**src/rtl/add_wrap_tagq.sv**
```systemverilog
// add_wrap_tagq
// Wrapper around a pipelined, variable-latency add/sub core. Operand pairs
// are buffered in a show-ahead entry FIFO and issued under the core's
// ready-for-data handshake. Each issued operation's thread ID is pushed into
// an in-order tag queue and popped when the core returns a result, so the
// core may take any number of cycles per operation as long as it stays in
// order.
//
// Optional feature macro: ADD_WRAP_TAGQ_OUTREG_EN
//   defined     - o_res, o_htId and o_vld are registered (one cycle after op_rdy)
//   not defined - o_res, o_htId and o_vld are combinational from op_rdy
module add_wrap_tagq #(
   parameter int DW           = 64,
   parameter int IDW          = 9,
   parameter int ENTRY_DEPTH  = 32,
   parameter int TAG_DEPTH    = 16,
   parameter int AFULL_MARGIN = 2
) (
   input  logic           ck,
   input  logic           rst,

   input  logic           i_vld,
   input  logic [DW-1:0]  i_a,
   input  logic [DW-1:0]  i_b,
   input  logic           i_sub,
   input  logic [IDW-1:0] i_htId,
   output logic           o_rdy,

   output logic [DW-1:0]  op_a,
   output logic [DW-1:0]  op_b,
   output logic           op_sub,
   output logic           op_nd,
   input  logic           op_rfd,
   input  logic [DW-1:0]  op_res,
   input  logic           op_rdy,

   output logic [DW-1:0]  o_res,
   output logic [IDW-1:0] o_htId,
   output logic           o_vld,
   output logic [1:0]     o_err
);

   localparam int EAW = $clog2(ENTRY_DEPTH);
   localparam int ECW = EAW + 1;
   localparam int TAW = $clog2(TAG_DEPTH);
   localparam int TCW = TAW + 1;
   localparam int EW  = 2 * DW + 1 + IDW;

   localparam logic [ECW-1:0] ENTRY_FULL_CNT  = ECW'(ENTRY_DEPTH);
   localparam logic [ECW-1:0] ENTRY_AFULL_CNT = ECW'(ENTRY_DEPTH - AFULL_MARGIN);
   localparam logic [TCW-1:0] TAG_FULL_CNT    = TCW'(TAG_DEPTH);

   // Entry FIFO storage and bookkeeping
   logic [EW-1:0]  entryMem_q [ENTRY_DEPTH];
   logic [EAW-1:0] entryWrPtr_q, entryWrPtr_d;
   logic [EAW-1:0] entryRdPtr_q, entryRdPtr_d;
   logic [ECW-1:0] entryCnt_q, entryCnt_d;
   logic           rdy_q, rdy_d;

   // Tag queue storage and bookkeeping
   logic [IDW-1:0] tagMem_q [TAG_DEPTH];
   logic [TAW-1:0] tagWrPtr_q, tagWrPtr_d;
   logic [TAW-1:0] tagRdPtr_q, tagRdPtr_d;
   logic [TCW-1:0] tagCnt_q, tagCnt_d;

   // Sticky protocol error flags
   logic [1:0]     err_q, err_d;

   logic           entryEmpty;
   logic           entryFull;
   logic           pushAcc;
   logic           tqEmpty;
   logic           tqFull;
   logic           issue;
   logic           tagPop;
   logic [EW-1:0]  entryHead;
   logic [IDW-1:0] headHtId;
   logic [IDW-1:0] tagHead;
   logic [DW-1:0]  resNext;
   logic [IDW-1:0] htIdNext;

   assign entryEmpty = (entryCnt_q == '0);
   assign entryFull  = (entryCnt_q == ENTRY_FULL_CNT);
   assign pushAcc    = i_vld & ~entryFull;

   // The full test uses the registered count only, so a tag freed in the
   // same cycle cannot be reused until the next one.
   assign tqEmpty    = (tagCnt_q == '0);
   assign tqFull     = (tagCnt_q == TAG_FULL_CNT);

   assign issue      = ~entryEmpty & op_rfd & ~tqFull;
   assign tagPop     = op_rdy & ~tqEmpty;

   // Entry word layout: {sub, htId, b, a}
   assign entryHead  = entryMem_q[entryRdPtr_q];
   assign op_a       = entryHead[DW-1:0];
   assign op_b       = entryHead[2*DW-1:DW];
   assign headHtId   = entryHead[2*DW+IDW-1:2*DW];
   assign op_sub     = entryHead[EW-1];
   assign op_nd      = issue;
   assign o_rdy      = rdy_q;
   assign o_err      = err_q;

   // An empty tag queue reports ID 0 so a stray completion is well defined.
   assign tagHead    = tqEmpty ? '0 : tagMem_q[tagRdPtr_q];

   // Idle cycles present zeros on the result bus.
   assign resNext    = op_rdy ? op_res  : '0;
   assign htIdNext   = op_rdy ? tagHead : '0;

   // Write accepted operand pairs into the entry FIFO storage.
   always_ff @(posedge ck) begin
      if (pushAcc) begin
         entryMem_q[entryWrPtr_q] <= {i_sub, i_htId, i_b, i_a};
      end
   end

   // Entry pointers, occupancy and the look-ahead ready flag.
   always_comb begin
      entryWrPtr_d = entryWrPtr_q;
      entryRdPtr_d = entryRdPtr_q;
      entryCnt_d   = entryCnt_q;
      if (pushAcc) begin
         entryWrPtr_d = entryWrPtr_q + EAW'(1);
      end
      if (issue) begin
         entryRdPtr_d = entryRdPtr_q + EAW'(1);
      end
      case ({pushAcc, issue})
         2'b10:   entryCnt_d = entryCnt_q + ECW'(1);
         2'b01:   entryCnt_d = entryCnt_q - ECW'(1);
         default: entryCnt_d = entryCnt_q;
      endcase
      rdy_d = (entryCnt_d < ENTRY_AFULL_CNT);
   end

   // Register entry FIFO state.
   always_ff @(posedge ck) begin
      if (rst) begin
         entryWrPtr_q <= '0;
         entryRdPtr_q <= '0;
         entryCnt_q   <= '0;
         rdy_q        <= 1'b0;
      end else begin
         entryWrPtr_q <= entryWrPtr_d;
         entryRdPtr_q <= entryRdPtr_d;
         entryCnt_q   <= entryCnt_d;
         rdy_q        <= rdy_d;
      end
   end

   // Record the thread ID of every issued operation in the tag queue.
   always_ff @(posedge ck) begin
      if (issue) begin
         tagMem_q[tagWrPtr_q] <= headHtId;
      end
   end

   // Tag pointers and in-flight count; a completion on an empty queue
   // leaves the count at zero instead of wrapping.
   always_comb begin
      tagWrPtr_d = tagWrPtr_q;
      tagRdPtr_d = tagRdPtr_q;
      tagCnt_d   = tagCnt_q;
      if (issue) begin
         tagWrPtr_d = tagWrPtr_q + TAW'(1);
      end
      if (tagPop) begin
         tagRdPtr_d = tagRdPtr_q + TAW'(1);
      end
      case ({issue, tagPop})
         2'b10:   tagCnt_d = tagCnt_q + TCW'(1);
         2'b01:   tagCnt_d = tagCnt_q - TCW'(1);
         default: tagCnt_d = tagCnt_q;
      endcase
   end

   // Register tag queue state.
   always_ff @(posedge ck) begin
      if (rst) begin
         tagWrPtr_q <= '0;
         tagRdPtr_q <= '0;
         tagCnt_q   <= '0;
      end else begin
         tagWrPtr_q <= tagWrPtr_d;
         tagRdPtr_q <= tagRdPtr_d;
         tagCnt_q   <= tagCnt_d;
      end
   end

   // Accumulate protocol violations: overflow push and orphan completion.
   always_comb begin
      err_d    = err_q;
      err_d[0] = err_q[0] | (i_vld & entryFull);
      err_d[1] = err_q[1] | (op_rdy & tqEmpty);
   end

   // Register the sticky error flags.
   always_ff @(posedge ck) begin
      if (rst) begin
         err_q <= 2'b00;
      end else begin
         err_q <= err_d;
      end
   end

`ifdef ADD_WRAP_TAGQ_OUTREG_EN
   logic [DW-1:0]  res_q;
   logic [IDW-1:0] htId_q;
   logic           vld_q;

   // Retime the completion by one cycle; the tag pop stays in the op_rdy cycle.
   always_ff @(posedge ck) begin
      if (rst) begin
         res_q  <= '0;
         htId_q <= '0;
         vld_q  <= 1'b0;
      end else begin
         res_q  <= resNext;
         htId_q <= htIdNext;
         vld_q  <= op_rdy;
      end
   end

   assign o_res  = res_q;
   assign o_htId = htId_q;
   assign o_vld  = vld_q;
`else
   assign o_res  = resNext;
   assign o_htId = htIdNext;
   assign o_vld  = op_rdy;
`endif

endmodule

```
**config.mk**
```make
export PLATFORM = sky130hd
export DESIGN_NAME = add_wrap_tagq
export DESIGN_NICKNAME = d
export VERILOG_FILES = /design/src/rtl/add_wrap_tagq.sv
export SDC_FILE = /design/constraint.sdc
export NUM_CORES = 2
export LEC_CHECK = 0
export CORE_MARGIN = 4
export CORE_UTILIZATION = 45
export CTS_CLUSTER_DIAMETER = 100
export CTS_CLUSTER_SIZE = 40
export DETAILED_ROUTE_END_ITERATION = 8
export SLEW_MARGIN = 25
export SYNTH_ARGS = -nofsm -noshare
export SYNTH_HDL_FRONTEND = slang
export SYNTH_MEMORY_MAX_BITS = 65536
export SYNTH_SLANG_ARGS = --single-unit
```
**constraint.sdc**
```tcl
create_clock -name ck -period 9.18 [get_ports ck]
set_input_delay 2.295 -clock ck [delete_from_list [all_inputs] [get_ports ck]]
set_output_delay 2.295 -clock ck [all_outputs]
set_load 0.1 [all_outputs]
```
==> results.ini <==
[status]
status = finished, final reports clean

[setup_path]
path_class = flop to output port
slowest_stage = clkdlybuf4s50_1
worstPathArrival_ps = 5420
path_max_fanout = 57
path_delay_family = buffers and inverters
critPathCaptureType = output port
r2r_slack_ps = 4960
crit_required_ps = 6890
rr_endpoint = o_rdy
crit_buf_inv = 3
r2r_start = entryCnt_q[3]
cpPeakStageDelay_ps = 1030
worst-r2r-cell-count = 11
path_cells = buf_4, buf_4, mux4_2, mux4_2, mux2_2, clkdlybuf4s50_1
cp-start-kind = flop
path_depth = 6

[power]
combPwrFrac_pct = 21.3
p_sw_share_pct = 27.9
p_total_mw = 42.0
p_clk_share_pct = 22.3
powerDensity_nw_per_um2 = 220
p_int_mw = 30.3
p_leak_nw = 55.1
p_sw_mw = 11.7
ir_worst_vdd_mv = 0.183
seqPwrFrac_pct = 56.4

[synthesis]
synth-seq-cells = 4601
synth_top_flop_cell = edfxtp_1
netlist_instances = 7098
synth_top_cell_by_area = edfxtp_1
syn_area_um2 = 176000
async_flop_share_pct = 0
synth_warnings = 0
postSynthAreaPerCell_um2 = 24.8
synth-edff-count = 4560
yosysUniqueCellTypes = 45
synth_top_area_share_pct = 77.9
syn-num-nets = 7323
ys_seq_area_share_pct = 78.4
synth_area_leaders = edfxtp_1 78%, mux4_2 17%, mux2_2 0.88%, buf_4 0.56%, dfxtp_1 0.47%

[floorplanning]
core.rowCount = 229
core_um2 = 389000
die-height_um = 633
fp.dieW_um = 633
pin_count = 414
initial_core_util_pct = 45.2
die-area_um2 = 401000

[clocking]
cts_max_level = 4
root_buffer = clkbuf_16
postCtsSetupBuffers = 0
clk_pin_slew_ps = 140
holdBufCountCts = 0
numCtsBuffers = 147
cts_resized = 0
cts.path.max_buffers = 4
cts_tree = built
cts_sinks = 4601
clk_latency_ps = 920

[route]
avgRoutedWirePerCell_um = 35.0
wirelength_um = 441000
ant_nets = 0
drt-pass1-iter-count = 5
routed_via_density = 6.19
via_count = 78200
drt_iter0_markers = 8946
remaining_drc_errors = 0

[global_route]
grt_pass1_wl_um = 619000
grt_overflow = 0
antenna_found_initial = 65
grt_pass1_vias = 79000
grt_max_degree = 132
grtUsageTotal_pct = 21.8

[layout]
layout.cells.non_filler = 12600
nFillCells = 30800
fin_area_um2 = 191000
layout.nets = 7571
layout-drive-gt1-share_pct = 27.2
syn2layout_area_growth_pct = 8.52

[timing]
hold_violations = 0
max_freq_mhz = 130
fin_crit_ps = 7710
worstMarginPinSlew_ps = 1100
fin_crit_sh_pct = 84.0
rsz0062_at_grt = no
maxSlewHeadroom_pct = 27.0
finalSetupViolCount = 0
maxSlewViolCount = 0
fin_skew_ps = 57.0
fin_setup_tns_ps = 0

[hold_path]
hp-start = o_err[1]
min_path_cells = 2
hold-path-endpoint = o_err[1]
min_path_type = flop to flop

[run]
drv_cap = 0

[placement]
post_dp_cell_area_um2 = 187000
post-dp-hpwl_um = 212000
place.gp.congestion = 0.746
dpl.cell_count = 12400
port_buffers = 413

[tightest hold or removal path: stages, from the launching register on]
cell and delay (ps):
dfxtp_1 370, a21oi_1 50, nor2_1 70
[final cells by class]
class	count	area, um^2	area share, %
timing repair buffer	604	6250	3.28
clock inverter	47	614	0.322
multi-input combinational	1979	35700	18.7
antenna	22	55.1	0.0289
inverter	13	48.8	0.0256
sequential	4601	138000	72.2
tap	5197	6500	3.41
clock buffer	164	3810	2.00
[sequential cells by signal, indices dropped and copies added (netlist names), named ones only]
name,count
entryCnt_q,6
o_err,2
tagCnt_q,5
entryWrPtr_q,5
tagRdPtr_q,4
o_rdy,1
tagWrPtr_q,4
entryRdPtr_q,5
entryMem_q,4416
tagMem_q,144
[cells in the mapped netlist, drive strengths merged (2+ instances only)]
cell type / count
nor2b: 17
xnor2: 10
o21ai: 5
a221oi: 26
clkbuf: 198
and3b: 2
ha: 17
nor4b: 3
nand2: 15
or3: 3
nand3: 5
nand2b: 3
a221o: 26
a2111oi: 2
or4: 3
edfxtp: 4560
nor2: 105
nor3: 10
xor2: 13
mux4: 1364
nand4: 3
mux2: 138
inv: 13
buf: 307
a211oi: 19
dfxtp: 41
a21o: 2
nand3b: 3
and2: 65
or3b: 2
mux2i: 38
a21oi: 69
[power groups by stage]
stage | clock network, mW | registers (mW) | logic (mW)
3_3_place_gp | 0 | 24.2 | 9.02
3_5_place_dp | 0 | 24.2 | 9.11
2_1_floorplan | 0 | 24.2 | 6.88
6_report | 9.35 | 23.7 | 8.95
4_1_cts | 9.61 | 23.7 | 9.13
5_1_grt | 10.3 | 23.7 | 9.44
[worst max path at each step]
stage | start | endpoint | slack [ps]
5_1_grt | flop | op_b[17] | 1240
6_report | flop | op_b[17] | 1470
4_1_cts | flop | op_b[17] | 1320
3_3_place_gp | op_rfd | op_nd | 2000
3_5_place_dp | op_rfd | op_nd | 1990
2_1_floorplan | i_vld | entryMem_q[31][0] | -170
[metal layers]
layer	global-route usage, %	vias to the layer above	share of wire (%)
met5	0	-	0.043
met4	4.35	30	2.0
met3	2.68	497	5.9
met2	36.9	2728	51
met1	30.9	44200	41
li1	-	30700	-
[kinds of logic after synthesis]
kind of cell / count (synthesis) / share of synthesized area, %
flops: 4601 / 78.4
mux: 1540 / 18.6
buf+inv: 518 / 1.47
simple gates: 243 / 0.701
compound gates: 155 / 0.617
xor+xnor: 23 / 0.115
fa+ha+maj: 18 / 0.132
[cell usage in the layout (no fill, tap or decap), drive strengths merged, types with 5 or more instances in the layout]
cell	Yosys	routed
nor2b	17	17
clkinv	0	20
xnor2	10	10
a221o	26	26
nand3	5	5
mux4	1364	1364
clkdlybuf4s50	0	332
nor3	10	10
nand2	15	15
ha	17	17
a211oi	19	19
edfxtp	4560	4560
dfxtp	41	41
diode	0	22
nor2	105	105
mux2i	38	38
buf	307	270
inv	13	34
clkbuf	198	166
o21ai	5	5
a221oi	26	26
xor2	13	13
and2	65	65
a21oi	69	69
mux2	138	138
[metrics by stage]
stage	utilization [%]	worst slack, ps	hold WS, ps
floorplan	-	-174	468
global placement	47.9	2000	466
detailed placement	47.9	1990	472
CTS	49.1	1320	508
global route	49.0	1240	552
finish	49.0	1470	510
(Power assumes the default switching activity.)
